===== config.mk =====
export PLATFORM = sky130hd
export DESIGN_NAME = sync_pulse_gen
export DESIGN_NICKNAME = d
export VERILOG_FILES = /design/src/rtl/sync_pulse_gen.sv
export SDC_FILE = /design/constraint.sdc
export NUM_CORES = 1
export LEC_CHECK = 0
export ABC_CLOCK_PERIOD_IN_PS = 1650
export CORE_ASPECT_RATIO = 2
export CORE_UTILIZATION = 34
export DETAILED_ROUTE_END_ITERATION = 16
export PLACE_DENSITY = 0.5
export SYNTH_ARGS = -nofsm -noshare
export SYNTH_HDL_FRONTEND = slang
export SYNTH_SLANG_ARGS = --single-unit

===== constraint.sdc =====
create_clock -name clk1 -period 1.65 [get_ports clk1]
set_input_delay 0.33 -clock clk1 [delete_from_list [all_inputs] [get_ports clk1]]
set_output_delay 0.33 -clock clk1 [all_outputs]
set_load 0.01 [all_outputs]

===== src/rtl/sync_pulse_gen.sv =====
// sync_pulse_gen: per-channel synchroniser, selectable edge detect, fixed-length pulse then re-arm holdoff.
// y rises SYNC_STAGES edges after capture, no backpressure; define SYNC_PULSE_OVR_EN for sticky overrun flags.
module sync_pulse_gen #(
  parameter int CHANNELS    = 4,
  parameter int SYNC_STAGES = 2,
  parameter int PULSE_LEN   = 1,
  parameter int HOLDOFF     = 0
) (
  input  logic                clk1,
  input  logic                rstb,
  input  logic [CHANNELS-1:0] x,
  input  logic [1:0]          mode,
  input  logic                clr_ovr,
  output logic [CHANNELS-1:0] y,
  output logic [CHANNELS-1:0] ovr
);

  typedef enum logic [1:0] {IDLE, PULSE, HOLD} state_t;

  localparam logic [7:0] PULSE_LOAD = 8'(PULSE_LEN - 1);
  localparam logic [7:0] HOLD_LOAD  = (HOLDOFF > 0) ? 8'(HOLDOFF - 1) : 8'd0;

`ifndef SYNC_PULSE_OVR_EN
  logic unused_clr;
  assign unused_clr = clr_ovr;
`endif

  for (genvar i = 0; i < CHANNELS; i++) begin : g_ch
    logic [SYNC_STAGES-1:0] sync;
    logic                   s, s_d, rise, fall, hit, drop;
    state_t                 state, state_nxt;
    logic [7:0]             cnt, cnt_nxt;

    always_ff @(posedge clk1) begin
      if (rstb) begin
        sync <= '0;
        s_d  <= 1'b0;
      end else begin
        sync <= SYNC_STAGES'({sync, x[i]});
        s_d  <= s;
      end
    end

    assign s    = sync[SYNC_STAGES-1];
    assign rise = s & ~s_d;
    assign fall = ~s & s_d;

    always_comb begin
      case (mode)
        2'b00:   hit = rise;
        2'b01:   hit = fall;
        2'b10:   hit = rise | fall;
        default: hit = 1'b0;
      endcase
    end

    always_ff @(posedge clk1) begin
      if (rstb) begin
        state <= IDLE;
        cnt   <= 8'd0;
      end else begin
        state <= state_nxt;
        cnt   <= cnt_nxt;
      end
    end

    // Any hit outside IDLE is lost; it is reported as an overrun, never queued.
    always_comb begin
      state_nxt = state;
      cnt_nxt   = cnt;
      drop      = 1'b0;
      case (state)
        IDLE: begin
          if (hit) begin
            state_nxt = PULSE;
            cnt_nxt   = PULSE_LOAD;
          end
        end
        PULSE: begin
          drop = hit;
          if (cnt == 8'd0) begin
            if (HOLDOFF > 0) begin
              state_nxt = HOLD;
              cnt_nxt   = HOLD_LOAD;
            end else begin
              state_nxt = IDLE;
            end
          end else begin
            cnt_nxt = cnt - 8'd1;
          end
        end
        HOLD: begin
          drop = hit;
          if (cnt == 8'd0) state_nxt = IDLE;
          else             cnt_nxt   = cnt - 8'd1;
        end
        default: state_nxt = IDLE;
      endcase
    end

    assign y[i] = (state == PULSE);

`ifdef SYNC_PULSE_OVR_EN
    logic ovr_q;
    always_ff @(posedge clk1) begin
      if (rstb)         ovr_q <= 1'b0;
      else if (drop)    ovr_q <= 1'b1;
      else if (clr_ovr) ovr_q <= 1'b0;
    end
    assign ovr[i] = ovr_q;
`else
    logic unused_drop;
    assign unused_drop = drop;
    assign ovr[i]      = 1'b0;
`endif
  end

endmodule


; Word-level counts from Yosys, hierarchy flattened
; Index checks and enable logic that the tools add are counted.
[op_classes]
n_addsub = 4
eq_ne = 22
muxes = 28
bitwise_logic = 20
reduce_logical = 25
[ops]
columns = operator, n
row1 = 2-to-1 mux 8 bit, 8
row2 = case mux 8 bit (2 select lines), 4
row3 = logical NOT 8 bit, 4
row4 = "subtractor 8 x 1 -> 8 bit, second input constant", 4
row5 = 2-to-1 mux 2 bit, 8
row6 = "!= test 2 bit, second input constant", 8
row7 = case mux 2 bit (2 select lines), 4
row8 = case mux 1 bit (3 select lines), 4
row9 = AND reduction 3 bit, 4
row10 = "equality test 2 x 1 -> 1 bit, second input constant", 5
row11 = "equality test 2 bit, second input constant", 5
row12 = logical NOT 2 bit, 5
row13 = AND 1 bit, 8
row14 = "!= test 2 x 1 -> 1 bit, second input constant", 4
row15 = inverter 1 bit, 8
row16 = AND reduction 2 bit, 4
row17 = nonzero test 2 bit, 4
row18 = OR reduction 2 bit, 4
row19 = bitwise OR 1 bit, 4
[totals]
reg_bits = 52
inputBits = 9
out_inout_bits = 8
elab_cells = 115

; Longest topological paths before layout
[logic_depth]
word_depth = 6
depth_mapped = 6
depth_no_buf = 6

; Least setup slack after synthesis
; Ideal clock, no wire load.
[synth_path]
path_kind = flip-flop to flip-flop
start = reg g_ch[3].cnt[0]
end = reg g_ch[3].cnt[5]
setup_ps = 130
arrival_time_ps = 1650
required_time_ps = 1520
path_slack_ps = -130
stages_incl_launch_ff = 7
n_path_buf = 0
synth_period_minus_slack_ps = 1780
cell_sequence = dfxtp_1 -> inv_1 -> ha_1 -> or4b_4 -> o41ai_4 -> or4_1 -> o211ai_1
[synth_via]
elab_chain_len = 3
elab_cells_between_ends = 6
cone_classes = add/sub (1) / eq/ne (1) / mux (2) / reduce/logical (2)
[synth_lines]
columns = item, line
row1 = start: declaration, 32  ; logic [7:0] cnt, cnt_nxt;
row2 = start signal: assignment, 63  ; cnt <= cnt_nxt;
row3 = subtractor 8 x 1 -> 8 bit or logical NOT 8 bit (tied branches), -
row4 = 2-to-1 mux 8 bit or != test 2 bit (tied branches), -
row5 = case mux 8 bit (2 select lines) or AND reduction 3 bit (tied branches), -
; Several ways; a longest one is shown, not always the timed one. The select of a mux whose other input is x is not followed.
; A chain may end at the register's enable or synchronous reset.

; Final worst setup path
[layout_path]
start = reg g_ch[3].cnt[1]
end = reg g_ch[3].cnt[2]
; The elaborated chain is that of the path after synthesis.

==> flow_metrics.tcl <==
set metrics [dict create \
    status "finished, violations left" \
    violations "negative setup slack" \
    drt-vias-per-instance 5.102 \
    initial_core_util 0.3551 \
    synth_top_area_share 0.3869 \
    fin_ws_ns -0.07725 \
    antenna_left 0 \
    io_pins 17 \
    timing.hold.ws_ns 0.4339 \
    rsz0062_at_grt "yes" \
    synthArstFlopShare 0 \
    hold_violations 0 \
    nNetsFinal 381 \
    cp-endpoint "g_ch[3].cnt[2]$_SDFFE_PP0P_" \
    drtIter0Drc 104 \
    utilization 0.4998 \
    place_hpwl_um 4660 \
    arrival_ns 1.91 \
    yosysSeqAreaShare 0.3869 \
    drive_above_1_share 0.3556 \
    final_cell_mix "67 x buf_4, 38 x dfxtp_1, 21 x inv_1" \
    fp-row-count 43 \
    yosys_warnings 0 \
    netlist_instances 283 \
    p_leak_nw 1.406 \
    startpoint_type "register" \
    max_cap_viol_count 0 \
    core-area_um2 6994 \
    final_common_cell "buf_4" \
    cts_buffer_depth 2 \
    drc 0 \
    worstPathRequired_ns 1.83 \
    die-area_um2 7671 \
    wirelength_um 6041 \
    critical_path_class "register to register" \
    synth_ff_type "dfxtp_1" \
    worstSkewPairLatency_ns 0.29 \
    antenna_found_initial 0 \
    grt_max_degree 14 \
    grt_pass1_wl_um 10230 \
    timing.rr.start "g_ch[3].cnt[1]$_SDFFE_PP0P_" \
    die_w_um 62.44 \
    htreeDepth 2 \
    area_growth_pct 40.76 \
    synth_area_leaders "dfxtp_1 39%, ha_1 6.0%, inv_1 4.1%" \
    routedWlPerCell_um 13.42 \
    endpoint_kind "register" \
    netlist_area_um2 2484 \
    hold_path_class "register to register" \
    first_global_vias 2372 \
    setup.worst_path.start "g_ch[3].cnt[1]$_SDFFE_PP0P_" \
    max_freq_mhz 579.0 \
    cpPeakStageDelay_ns 0.48 \
    path_cells "inv_2 > ha_4 > or4b_4 > o41ai_4 > buf_4 > a2bb2oi_2 > o21ai_1" \
    grt-ovfl-total 0 \
    port_buffers 11 \
    antenna_cells 0 \
    cp_slowest_cell "or4b_4" \
    dr.pass1.iters 4 \
    rr_endpoint "g_ch[3].cnt[2]$_SDFFE_PP0P_" \
    synth_edf_count 0 \
    synth-seq-cells 48 \
    drv_slew 0 \
    cts_num_sinks 48 \
    grt_usage 0.1730 \
    cts_made_buffers 5 \
    root_buffer "clkbuf_16" \
    finalSetupViolCount 5 \
    clk_pin_slew_ns 0.06 \
    ys_types 62 \
    syn_area_per_cell_um2 8.776 \
    vias 2296 \
    worstPathMaxFanout 3 \
    cts_tree "yes" \
    r2r_slack_ns -0.08 \
    synth_top_cell_by_area "dfxtp_1" \
    rr_worst_depth 7 \
    post-route-period-util 1.047 \
    p_per_area_nw_per_um2 698.2 \
    post-place-ws_ns -0.4745 \
    min_period_ns 1.727 \
    instances_no_fill 450 \
    vdd_drop_max_mv 0.6323 \
    die_y_um 122.9 \
    skew_ns 0.006334 \
    gp_congestion 0.7985 \
    dpl.cell_count 436 \
]
==> final cells by class <==
type                            instances  area (um2)
Clock inverter                          1       5.005
Multi-Input combinational cell        199        1549
Sequential cell                        48       975.9
Clock buffer                            6       128.9
Inverter                               27       101.3
Tap cell                               90       112.6
Timing Repair Buffer                   79       623.1
Fill cell                             681        3498
==> routing by layer <==
layer / vias to the layer above / share of wire / wire length, um / track usage
met5: - / 0 / 0 / 0
met4: 0 / 0.024 / 148 / 0.09448
met3: 9 / 0.014 / 87 / 0.02695
met2: 16 / 0.59 / 3537 / 0.3607
met1: 1104 / 0.38 / 2268 / 0.1500
li1: 1167 / - / - / -
==> metrics by stage <==
step / area (um2) / setup TNS (ns) / power, mW
2_1_floorplan: 2515 / -0.2780 / 1.347
3_3_place_gp: 3131 / -11.10 / 1.469
3_5_place_dp: 3131 / -11.35 / 1.470
4_1_cts: 3327 / -0.09950 / 2.465
5_1_grt: 3496 / -0.8837 / 2.547
6_report: 3496 / -0.3296 / 2.441
==> registers in the layout (all words and copies together), names as in the netlist <==
register    count
g_ch.s_d        4
g_ch.sync       8
g_ch.state      4
g_ch.cnt       32
==> cell usage after synthesis (2+ instances only) <==
cell type and number:
o211ai_1 5, buf_4 5, nor3b_1 2, a21o_1 3, o22ai_1 3, a21boi_0 3, a311oi_1 2, nor4_1 3
nor3_1 12, clkbuf_1 5, mux2i_1 2, nor2_1 20, nand3b_1 5, a211o_1 2, o2bb2ai_1 2, o32ai_1 7
nand2b_1 5, o31a_1 2, nand2_1 16, inv_1 27, or3b_2 2, dfxtp_1 48, a21oi_1 15, nor4b_2 3
or3_1 3, ha_1 12, nor2b_1 16, or4_1 3, and2_1 2, or4b_1 2, nand3_1 9, o21ai_0 7
==> cells by family (layout without fill, tap and decap cells) <==
logic type / count (synthesis) / count (layout) / share of synthesized area
muxes: 3 / 3 / 0.01259
buffers and inverters: 39 / 113 / 0.06700
and+or+nand+nor: 110 / 110 / 0.2574
other: 1 / 4 / 0.001510
xor gates and xnor gates: 2 / 2 / 0.007054
AOI/OAI and AO/OA: 68 / 68 / 0.2071
adders and majority gates: 12 / 12 / 0.06045
DFF: 48 / 48 / 0.3869
==> report_power, final <==
part	switching, mW	internal [mW]	leakage (nW)	total, mW
Sequential	0.0173	1.18	0.394	1.19
Clock	0.429	0.552	0.0667	0.981
Combinational	0.130	0.135	0.946	0.265
Total	0.576	1.86	1.41	2.44
==> worst max-delay path: cells and delay by family, from the launching register on <==
kind                     cells  cell delay, ns
buffers and inverters        2            0.25
flip-flops                   1            0.32
AND/OR/NAND/NOR              1            0.48
adder cells (fa/ha/maj)      1            0.13
AO/OA/AOI/OAI                3            0.42
==> worst min path at each step <==
stage	end	cells after the start	from	slack (ns)
after floorplan	g_ch[0].sync[1]$_SDFF_PP0_	1	g_ch[0].sync[0]$_SDFF_PP0_	0.41
after global placement	g_ch[2].sync[1]$_SDFF_PP0_	1	g_ch[2].sync[0]$_SDFF_PP0_	0.42
after detailed placement	g_ch[0].sync[1]$_SDFF_PP0_	1	g_ch[0].sync[0]$_SDFF_PP0_	0.42
after CTS	g_ch[0].sync[1]$_SDFF_PP0_	1	g_ch[0].sync[0]$_SDFF_PP0_	0.44
after global routing	g_ch[2].sync[1]$_SDFF_PP0_	1	g_ch[2].sync[0]$_SDFF_PP0_	0.44
final	g_ch[0].sync[1]$_SDFF_PP0_	1	g_ch[0].sync[0]$_SDFF_PP0_	0.43
==> timing repair <==
action | 4_1_cts | 5_1_grt
endpoints found under the setup margin | 31 | 31
gates resized for setup | 22 | 30
buffers inserted | 1 | 7
endpoints found under the hold margin | 0 | 0
pin swaps | 10 | 17
hold buffers | 0 | 0
Note: power is estimated with default switching activity, not from simulation.
